===== src/rtl/macro_sel_pkg.sv =====
// Shared types and constants for the macro bus/pad selection controller.
// Register offsets are byte offsets within the 256-byte control window.
package macro_sel_pkg;

    typedef enum logic [1:0] {
        StIdle   = 2'd0,
        StActive = 2'd1,
        StGuard  = 2'd2
    } state_e;

    localparam logic [7:0]  RegSelOff      = 8'h00;
    localparam logic [7:0]  RegStatusOff   = 8'h04;

    localparam int unsigned SelEnBit       = 31;
    localparam int unsigned StatStateLsb   = 4;
    localparam int unsigned StatTimeoutBit = 8;
    localparam int unsigned StatBadSelBit  = 9;

    localparam logic [31:0] TimeoutRdata   = 32'hDEAD_DEAD;
    localparam logic [31:0] IdleRdata      = 32'h0000_0000;

endpackage


===== src/rtl/macro_sel_wdog.sv =====
// Watchdog for forwarded accesses: counts cycles an access is outstanding and
// flags a timeout when the count reaches Timeout; any ack clears the count.
module macro_sel_wdog #(
    parameter int unsigned Timeout = 255
) (
    input  logic clk_i,
    input  logic rst_ni,
    input  logic pend_i,
    input  logic ack_i,
    output logic timeout_o
);

    localparam int unsigned CntW = $clog2(Timeout + 1);

    logic [CntW-1:0] cnt_q, cnt_d;

    assign cnt_d     = (ack_i || !pend_i) ? '0 : cnt_q + 1'b1;
    assign timeout_o = pend_i && (cnt_q == CntW'(Timeout));

    always_ff @(posedge clk_i or negedge rst_ni) begin
        if (!rst_ni) begin
            cnt_q <= '0;
        end else begin
            cnt_q <= cnt_d;
        end
    end

endmodule


===== src/rtl/macro_sel_ctrl.sv =====
// Shares the Wishbone slave port and IO pads among NUM_MACROS test macros, with a
// pad-released guard interval on every owner switch and a forwarded-access watchdog.
module macro_sel_ctrl #(
    parameter int unsigned NUM_MACROS   = 3,
    parameter int unsigned IO_PADS      = 38,
    parameter int unsigned GUARD_CYCLES = 4,
    parameter int unsigned TIMEOUT      = 255,
    parameter logic [31:0] CTRL_BASE    = 32'h3000_0000
) (
    input  logic                          wb_clk_i,
    input  logic                          wb_rst_ni,
    input  logic                          wbs_stb_i,
    input  logic                          wbs_cyc_i,
    input  logic                          wbs_we_i,
    input  logic [3:0]                    wbs_sel_i,
    input  logic [31:0]                   wbs_adr_i,
    input  logic [31:0]                   wbs_dat_i,
    output logic                          wbs_ack_o,
    output logic [31:0]                   wbs_dat_o,
    output logic [NUM_MACROS-1:0]         m_cyc_o,
    output logic [NUM_MACROS-1:0]         m_stb_o,
    output logic                          m_we_o,
    output logic [3:0]                    m_sel_o,
    output logic [31:0]                   m_adr_o,
    output logic [31:0]                   m_dat_o,
    input  logic [NUM_MACROS-1:0]         m_ack_i,
    input  logic [32*NUM_MACROS-1:0]      m_dat_i,
    input  logic [IO_PADS*NUM_MACROS-1:0] m_io_out_i,
    input  logic [IO_PADS*NUM_MACROS-1:0] m_io_oeb_i,
    output logic [IO_PADS-1:0]            io_out_o,
    output logic [IO_PADS-1:0]            io_oeb_o,
    output logic [NUM_MACROS-1:0]         io_active_o
);

    import macro_sel_pkg::*;

    localparam logic [3:0] GuardLoad = 4'(GUARD_CYCLES - 1);

    state_e      state_q, state_d;
    logic [1:0]  sel_idx_q, sel_idx_d, owner_q, owner_d;
    logic        sel_en_q, sel_en_d, sel_wr_q, sel_wr_d;
    logic        to_q, to_d, bad_q, bad_d;
    logic        ack_q, ack_d;
    logic [31:0] rdata_q, rdata_d;
    logic [3:0]  guard_q, guard_d;

    logic        req, hit, fwd, ctrl_req, idle_req, timeout, fwd_ack;
    logic [7:0]  offset;
    logic [1:0]  wr_idx;
    logic        wr_en, sel_bad;
    logic [31:0] status, fwd_dat;

    assign req      = wbs_cyc_i & wbs_stb_i;
    assign hit      = wbs_adr_i[31:8] == CTRL_BASE[31:8];
    assign fwd      = req & ~hit;
    assign offset   = {wbs_adr_i[7:2], 2'b00};
    // Gating on ack_q keeps a strobe held through the ack cycle from being re-accepted.
    assign ctrl_req = req & hit & ~ack_q;
    assign idle_req = fwd & ~ack_q & (state_q == StIdle);

    assign m_we_o  = wbs_we_i;
    assign m_sel_o = wbs_sel_i;
    assign m_adr_o = wbs_adr_i;
    assign m_dat_o = wbs_dat_i;

    macro_sel_wdog #(
        .Timeout (TIMEOUT)
    ) u_wdog (
        .clk_i     (wb_clk_i),
        .rst_ni    (wb_rst_ni),
        .pend_i    (fwd && (state_q != StIdle)),
        .ack_i     (wbs_ack_o),
        .timeout_o (timeout)
    );

    // Control register file; rejected SEL writes leave SEL untouched but are still acked.
    always_comb begin
        wr_idx    = wbs_sel_i[0] ? wbs_dat_i[1:0] : sel_idx_q;
        wr_en     = wbs_sel_i[3] ? wbs_dat_i[SelEnBit] : sel_en_q;
        sel_bad   = 32'(wr_idx) >= NUM_MACROS;
        status    = '0;
        status[1:0]                 = owner_q;
        status[StatStateLsb +: 2]   = state_q;
        status[StatTimeoutBit]      = to_q;
        status[StatBadSelBit]       = bad_q;

        sel_idx_d = sel_idx_q;
        sel_en_d  = sel_en_q;
        sel_wr_d  = 1'b0;
        to_d      = to_q;
        bad_d     = bad_q;
        ack_d     = ctrl_req | idle_req;
        rdata_d   = IdleRdata;

        if (ctrl_req) begin
            if (offset == RegSelOff) begin
                rdata_d = {sel_en_q, 29'b0, sel_idx_q};
                if (wbs_we_i) begin
                    if (sel_bad) begin
                        bad_d = 1'b1;
                    end else begin
                        sel_idx_d = wr_idx;
                        sel_en_d  = wr_en;
                        sel_wr_d  = 1'b1;
                    end
                end
            end else if (offset == RegStatusOff) begin
                rdata_d = status;
                if (wbs_we_i && wbs_sel_i[1]) begin
                    if (wbs_dat_i[StatTimeoutBit]) to_d  = 1'b0;
                    if (wbs_dat_i[StatBadSelBit])  bad_d = 1'b0;
                end
            end
        end
        if (timeout) to_d = 1'b1;
    end

    // The FSM reacts in the SEL ack cycle, so the guard starts the cycle after the ack.
    always_comb begin
        state_d = state_q;
        guard_d = guard_q;
        owner_d = owner_q;
        unique case (state_q)
            StIdle: begin
                if (sel_wr_q && sel_en_q) begin
                    state_d = StGuard;
                    guard_d = GuardLoad;
                end
            end
            StActive: begin
                if (sel_wr_q && (!sel_en_q || (sel_idx_q != owner_q))) begin
                    state_d = StGuard;
                    guard_d = GuardLoad;
                end
            end
            StGuard: begin
                if (sel_wr_q) begin
                    guard_d = GuardLoad;
                end else if (guard_q == 4'd0) begin
                    state_d = sel_en_q ? StActive : StIdle;
                    owner_d = sel_en_q ? sel_idx_q : owner_q;
                end else begin
                    guard_d = guard_q - 4'd1;
                end
            end
            default: state_d = StIdle;
        endcase
    end

    always_comb begin
        m_cyc_o     = '0;
        m_stb_o     = '0;
        io_active_o = '0;
        io_out_o    = '0;
        io_oeb_o    = '1;
        fwd_ack     = 1'b0;
        fwd_dat     = IdleRdata;
        if (state_q == StActive) begin
            for (int unsigned m = 0; m < NUM_MACROS; m++) begin
                if (owner_q == m[1:0]) begin
                    io_active_o[m] = 1'b1;
                    m_cyc_o[m]     = fwd;
                    m_stb_o[m]     = fwd & ~timeout;
                    fwd_ack        = fwd & m_ack_i[m];
                    fwd_dat        = m_dat_i[32*m +: 32];
                    io_out_o       = m_io_out_i[IO_PADS*m +: IO_PADS];
                    io_oeb_o       = m_io_oeb_i[IO_PADS*m +: IO_PADS];
                end
            end
        end
        wbs_ack_o = ack_q | timeout | fwd_ack;
        wbs_dat_o = timeout ? TimeoutRdata : (ack_q ? rdata_q : fwd_dat);
    end

    always_ff @(posedge wb_clk_i or negedge wb_rst_ni) begin
        if (!wb_rst_ni) begin
            state_q   <= StIdle;
            sel_idx_q <= '0;
            sel_en_q  <= 1'b0;
            sel_wr_q  <= 1'b0;
            owner_q   <= '0;
            to_q      <= 1'b0;
            bad_q     <= 1'b0;
            ack_q     <= 1'b0;
            rdata_q   <= '0;
            guard_q   <= '0;
        end else begin
            state_q   <= state_d;
            sel_idx_q <= sel_idx_d;
            sel_en_q  <= sel_en_d;
            sel_wr_q  <= sel_wr_d;
            owner_q   <= owner_d;
            to_q      <= to_d;
            bad_q     <= bad_d;
            ack_q     <= ack_d;
            rdata_q   <= rdata_d;
            guard_q   <= guard_d;
        end
    end

endmodule


===== config.mk =====
export PLATFORM = sky130hd
export DESIGN_NAME = macro_sel_ctrl
export DESIGN_NICKNAME = d
export VERILOG_FILES = /design/src/rtl/macro_sel_pkg.sv /design/src/rtl/macro_sel_wdog.sv /design/src/rtl/macro_sel_ctrl.sv
export SDC_FILE = /design/constraint.sdc
export NUM_CORES = 1
export LEC_CHECK = 0
export ABC_AREA = 1
export CORE_AREA = 3 3 229 231
export DETAILED_ROUTE_END_ITERATION = 10
export DIE_AREA = 0 0 232 234
export PLACE_DENSITY_LB_ADDON = 0.3
export SYNTH_ARGS = -nofsm -noshare
export SYNTH_HDL_FRONTEND = slang
export SYNTH_HIERARCHICAL = 1
export SYNTH_SLANG_ARGS = --single-unit
export TNS_END_PERCENT = 30

===== constraint.sdc =====
create_clock -name wb_clk_i -period 4.4 [get_ports wb_clk_i]
set_input_delay 1.32 -clock wb_clk_i [delete_from_list [all_inputs] [get_ports wb_clk_i]]
set_output_delay 1.32 -clock wb_clk_i [all_outputs]
set_load 0.03 [all_outputs]

Word level (Yosys, flattened, before mapping)
Index checks and enable logic that the tools add are counted.
- register bits: 55
- bits of input ports: 400
- output and inout port bits: 187
- word-level logic and storage cells: 139
- add/subtract/negate cells: 2
- $lt $le $gt $ge: 1
- eq/ne operators: 16
- mux-type cells: 62
- bitwise operators: 18
- reduce and logical (&&, ||, !) cells: 29
- operator list (cell ; count):
    38-bit two-way mux ; 8
    32-bit two-way mux ; 8
    1-bit two-way mux ; 30
    24-bit by 22-bit == test with 1-bit output (second input constant) ; 1
    4-bit two-way mux ; 4
    4-bit AND reduction ; 4
    2-bit nonzero test ; 8
    2-bit != test (second input constant) ; 6
    4-bit case mux with 3 select lines ; 1
    1-bit AND ; 10
    10-bit two-way mux ; 1
    2-bit two-way mux ; 5
    5-bit AND reduction ; 2
    3-bit two-way mux ; 3
    8-bit by 1-bit adder with 8-bit output (second input constant) ; 1
    8-bit == test (second input constant) ; 1
    8-bit zero test ; 1
    8-bit two-way mux ; 1
    6-bit by 1-bit == test with 1-bit output (second input constant) ; 1
    2-bit case mux with 3 select lines ; 1
    6-bit AND reduction ; 1
    1-bit logical AND ; 5
    1-bit NOT ; 5
    2-bit by 1-bit == test with 1-bit output (second input constant) ; 2
    other kinds (12) ; 18

Logic depth before layout (Yosys ltp)
- depth in word-level cells: 11
- mapped depth: 14
- depth with buffers taken out: 14

Modules after synthesis
The synthesis kept the hierarchy.
- by module, submodules not included (module ; times used ; cells an instance ; area an instance (sq um) ; sequential area each (sq um)):
    macro_sel_ctrl ; 1 ; 783 ; 4286.6 ; 550.5
    macro_sel_wdog ; 1 ; 48 ; 391.6 ; 200.2

Least setup slack after synthesis
Ideal clock, no wire load.
- path kind: input-to-output
- start point: input port wbs_adr_i[29]
- end point: output port wbs_dat_o[25]
- data arrival time: 3.071 ns
- path slack: 0.009 ns
- stages: 12
- buffers on the path: 1
- path through: nand2_1 -> inv_1 -> nand2_1 -> nor2_1 -> nand3_1 -> nand3_1 -> nor2_1 -> nand2_1 -> nor2_1 -> inv_1 -> clkbuf_1 -> o21ai_1
- longest elaborated chain between the ends: 6
- ends and longest elaborated chain (item ; RTL line ; text):
    from (decl) ; macro_sel_ctrl.sv:16 ; input logic [31:0] wbs_adr_i,
    24-bit by 22-bit == test with 1-bit output ; macro_sel_ctrl.sv:54 ; assign hit = wbs_adr_i[31:8] == CTRL_BASE[31:8];
    1-bit NOT ; macro_sel_ctrl.sv:55 ; assign fwd = req & ~hit;
    1-bit AND ; macro_sel_ctrl.sv:55 ;
    1-bit logical AND ; macro_sel_ctrl.sv:71 ; .pend_i (fwd && (state_q != StIdle)),
    1-bit logical AND ; macro_sel_wdog.sv:18 ; assign timeout_o = pend_i && (cnt_q == CntW'(Timeout));
    named net timeout ; macro_sel_ctrl.sv:47 ; logic req, hit, fwd, ctrl_req, idle_req, timeout, fwd_ack;
    32-bit two-way mux ; macro_sel_ctrl.sv:172 ; wbs_dat_o = timeout ? TimeoutRdata : (ack_q ? rdata_q : fwd_dat);
    to (decl) ; macro_sel_ctrl.sv:19 ; output logic [31:0] wbs_dat_o,
The timed path passes the listed nets, and every way through them passes these cells.

Worst setup path after layout
- start point: input port wbs_adr_i[20]
- end point: output port wbs_dat_o[24]
Same word-level chain as after synthesis.

==> results.toml <==
[detailed_routing]
dr.pass1.iters = 4
ant_nets = 0
num_vias = 7381
finalWirelength_um = 36800
wl_per_cell_um = 18.5
drt-vias-per-instance = 3.72
drt_iter0_markers = 353
drc = 0

[sta]
finalSetupTns_ns = 0
slew_headroom = 0.604
tightest_slew_ns = 0.594
setup_ws_ns = 0.103
skew_ns = 0.00698
drv_slew = 0
setup_viol = 0
rsz0062_at_grt = "yes"
min_period_ns = 4.30
hold_viol = 0
timing.final.crit_share = 0.977
fmax_mhz = 233

[critical_path]
cp_max_fo = 6
start_kind = "input port"
reg2reg_to = "u_wdog/cnt_q[4]"
worstPathArrival_ns = 2.98
cp.required_ns = 3.08
r2r_slack_ns = 2.22
r2r_start = "owner_q[1]"
reg2regPathDepth = 10
worst-setup-path-type = "input port to primary output"
endpoint_kind = "primary output"

[min_path]
worstHoldPathType = "flip-flop to flip-flop"
holdPathEnd = "u_wdog/cnt_q[0]"
hold_depth = 1
hp-start = "u_wdog/cnt_q[0]"

[logic_synthesis]
syn_nets = 1234
synth_edf_count = 0
ys.flop_type = "dfrtp_1"
yosysSeqAreaShare = 0.160
netlist_area_um2 = 4680
ys_seq_elements = 30
synth.avg_cell_area_um2 = 5.63
postSynth.asyncResetShare = 1.00
yosys_warnings = 6
synth.distinct_cells = 31
synthCells = 831

[place]
gp_congestion = 0.832
pre_cts_ws_ns = -0.413
postPlaceCellArea_um2 = 10300
port_buffers = 526
hpwl_um = 30500

[global_route]
grt_pass1_wl_um = 48500
grt_util_met3 = 0.0245
grt_max_degree = 48
grtUsageMet2 = 0.218
gr-usage-all-layers = 0.121
busiest_layer = "met2"
grt-ovfl-total = 0
grt_pass1_vias = 7147
use_met1 = 0.148
antenna_found_initial = 2

[floorplanning]
die_h_um = 234
ioPinCount = 587
start_util = 0.0931
dieArea_um2 = 54300
placementRows = 82
core-area_um2 = 50300
die_w_um = 232

[power_and_ir_drop]
pwr-share-clk = 0.311
powerDensity_nw_per_um2 = 105
power_mw = 1.13
switching_share = 0.253
power.switching_mw = 0.285
pwr-share-seq = 0.248
p_leak_nw = 4.52
p_int_mw = 0.842
combPwrFrac = 0.441
vdd_drop_max_mv = 0.108

[final_layout]
drive_gt1_frac = 0.175
final_area_um2 = 10800
layout.nets = 1714
nFillCells = 5621
seqCellArea_um2 = 751
syn2layout_area_growth_pct = 130
n_antenna_cell = 0
multiInputGateArea_um2 = 2980

[clocking]
cts_tree = "yes"
cts_num_sinks = 30
numCtsBuffers = 5
htree_levels = 2
cts_buffer_depth = 2
clkTransAtPathRegs_ns = 0.05
insertion_delay_ns = 0.28
cts_root_buffer = "clkbuf_16"

[status]
status = "complete, no violations"

[run]
drv_cap = 0
[final cells by class]
type | count | area share
sequential | 30 | 0.0698
clock buffer | 6 | 0.0129
timing repair buffer | 590 | 0.537
tap | 672 | 0.0781
clock inverter | 2 | 0.00116
multi-input combinational | 615 | 0.277
inverter | 69 | 0.0246
[routing by layer]
layer  up-vias  share of wire  routed length [um]
met2       345           0.51               18600
li1       3598              -                   -
met4         2          0.020                 731
met3        24          0.072                2650
met1      3412           0.40               14700
met5         -        0.00035                  13
[repair_timing]
| item | in CTS | in global routing |
|---|---|---|
| buffers inserted | 24 | 2 |
| pin swaps | 23 | 7 |
| gates resized for setup | 40 | 14 |
| hold buffers | 0 | 0 |
| gates cloned | 0 | 2 |
| setup endpoints to repair | 36 | 18 |
[how the worst max path moves through the flow]
stage	endpoint	cells past startpoint	startpoint	slack [ns]
2_1_floorplan	wbs_dat_o[25]	12	wbs_adr_i[29]	0.009
3_3_place_gp	wbs_dat_o[13]	15	wbs_adr_i[13]	-0.33
3_5_place_dp	wbs_dat_o[24]	15	wbs_adr_i[13]	-0.41
4_1_cts	wbs_dat_o[1]	14	wbs_adr_i[16]	0.05
5_1_grt	wbs_dat_o[24]	14	wbs_adr_i[20]	-0.04
6_report	wbs_dat_o[24]	14	wbs_adr_i[20]	0.10
[cells in the mapped netlist, types with 5 or more instances]
master / number / share of area
nor2_1: 49 / 0.039
nand3_1: 102 / 0.11
dfrtp_1: 30 / 0.16
buf_1: 5 / 0.0040
a21oi_1: 64 / 0.068
buf_2: 21 / 0.022
o21ai_1: 27 / 0.029
inv_1: 56 / 0.045
nand2_1: 270 / 0.22
inv_2: 11 / 0.0088
clkbuf_1: 16 / 0.013
o21ai_0: 45 / 0.048
nand4_1: 5 / 0.0067
buf_4: 73 / 0.12
a22o_1: 21 / 0.039
[cells by family (layout without fill, tap and decap cells)]
family / count (synthesis) / after routing / share of synthesized area
compound gates: 164 / 164 / 0.196
xor+xnor: 4 / 4 / 0.00749
fa+ha+maj: 3 / 3 / 0.00802
buf+inv: 186 / 667 / 0.217
flops: 30 / 30 / 0.160
simple gates: 444 / 444 / 0.411
[per-stage QoR]
stage               hold slack (ns)  utilization  instances
finish                        0.490        0.214       1984
floorplan                     0.447            -        831
global placement              0.470        0.205       1949
detailed placement            0.480        0.205       1949
CTS                           0.487        0.212       1980
global route                  0.522        0.214       1984
[sequential cells by signal, summed over array words and instances (netlist names), 2 cells and up]
name / cells
u_wdog/cnt_q: 8
rdata_q: 7
guard_q: 4
owner_q: 2
sel_idx_q: 2
state_q: 2
[placed cells by master (no fill, tap or decap), types with 2 or more instances in the layout]
master and n:
a21oi_1 64, a22o_1 21, a22oi_1 4, buf_12 23, buf_4 149, buf_6 7, clkbuf_16 7, clkdlybuf4s15_1 3
clkdlybuf4s50_1 385, clkinv_2 2, dfrtp_1 30, dlygate4sd2_1 21, ha_1 3, inv_1 52, inv_2 13, inv_4 2
nand2_1 267, nand2_2 4, nand3_1 100, nand4_1 5, nor2_1 44, nor2_2 5, nor2_4 8, nor2_8 4
nor3_1 3, o21ai_0 45, o21ai_1 26, xor2_1 3
[power groups by stage]
stage	Combinational, mW	Sequential, mW	Clock, mW
after global routing	0.522	0.280	0.370
after detailed placement	0.499	0.284	0
after CTS	0.500	0.280	0.353
after global placement	0.499	0.284	0
final	0.497	0.279	0.351
after floorplan	0.160	0.282	0
[critical path: stages]
cell and delay [ns]:
dlygate4sd2_1 0.24, nor2_1 0.09, nand2_1 0.07, nor2_2 0.17, nand3_2 0.13, nand3_4 0.10
nor2_4 0.04, nand2_2 0.09, nor2_4 0.07, nor2_4 0.23, buf_6 0.16, nand2_1 0.05
inv_1 0.07, buf_6 0.13
Note: power is estimated with default switching activity, not from simulation.
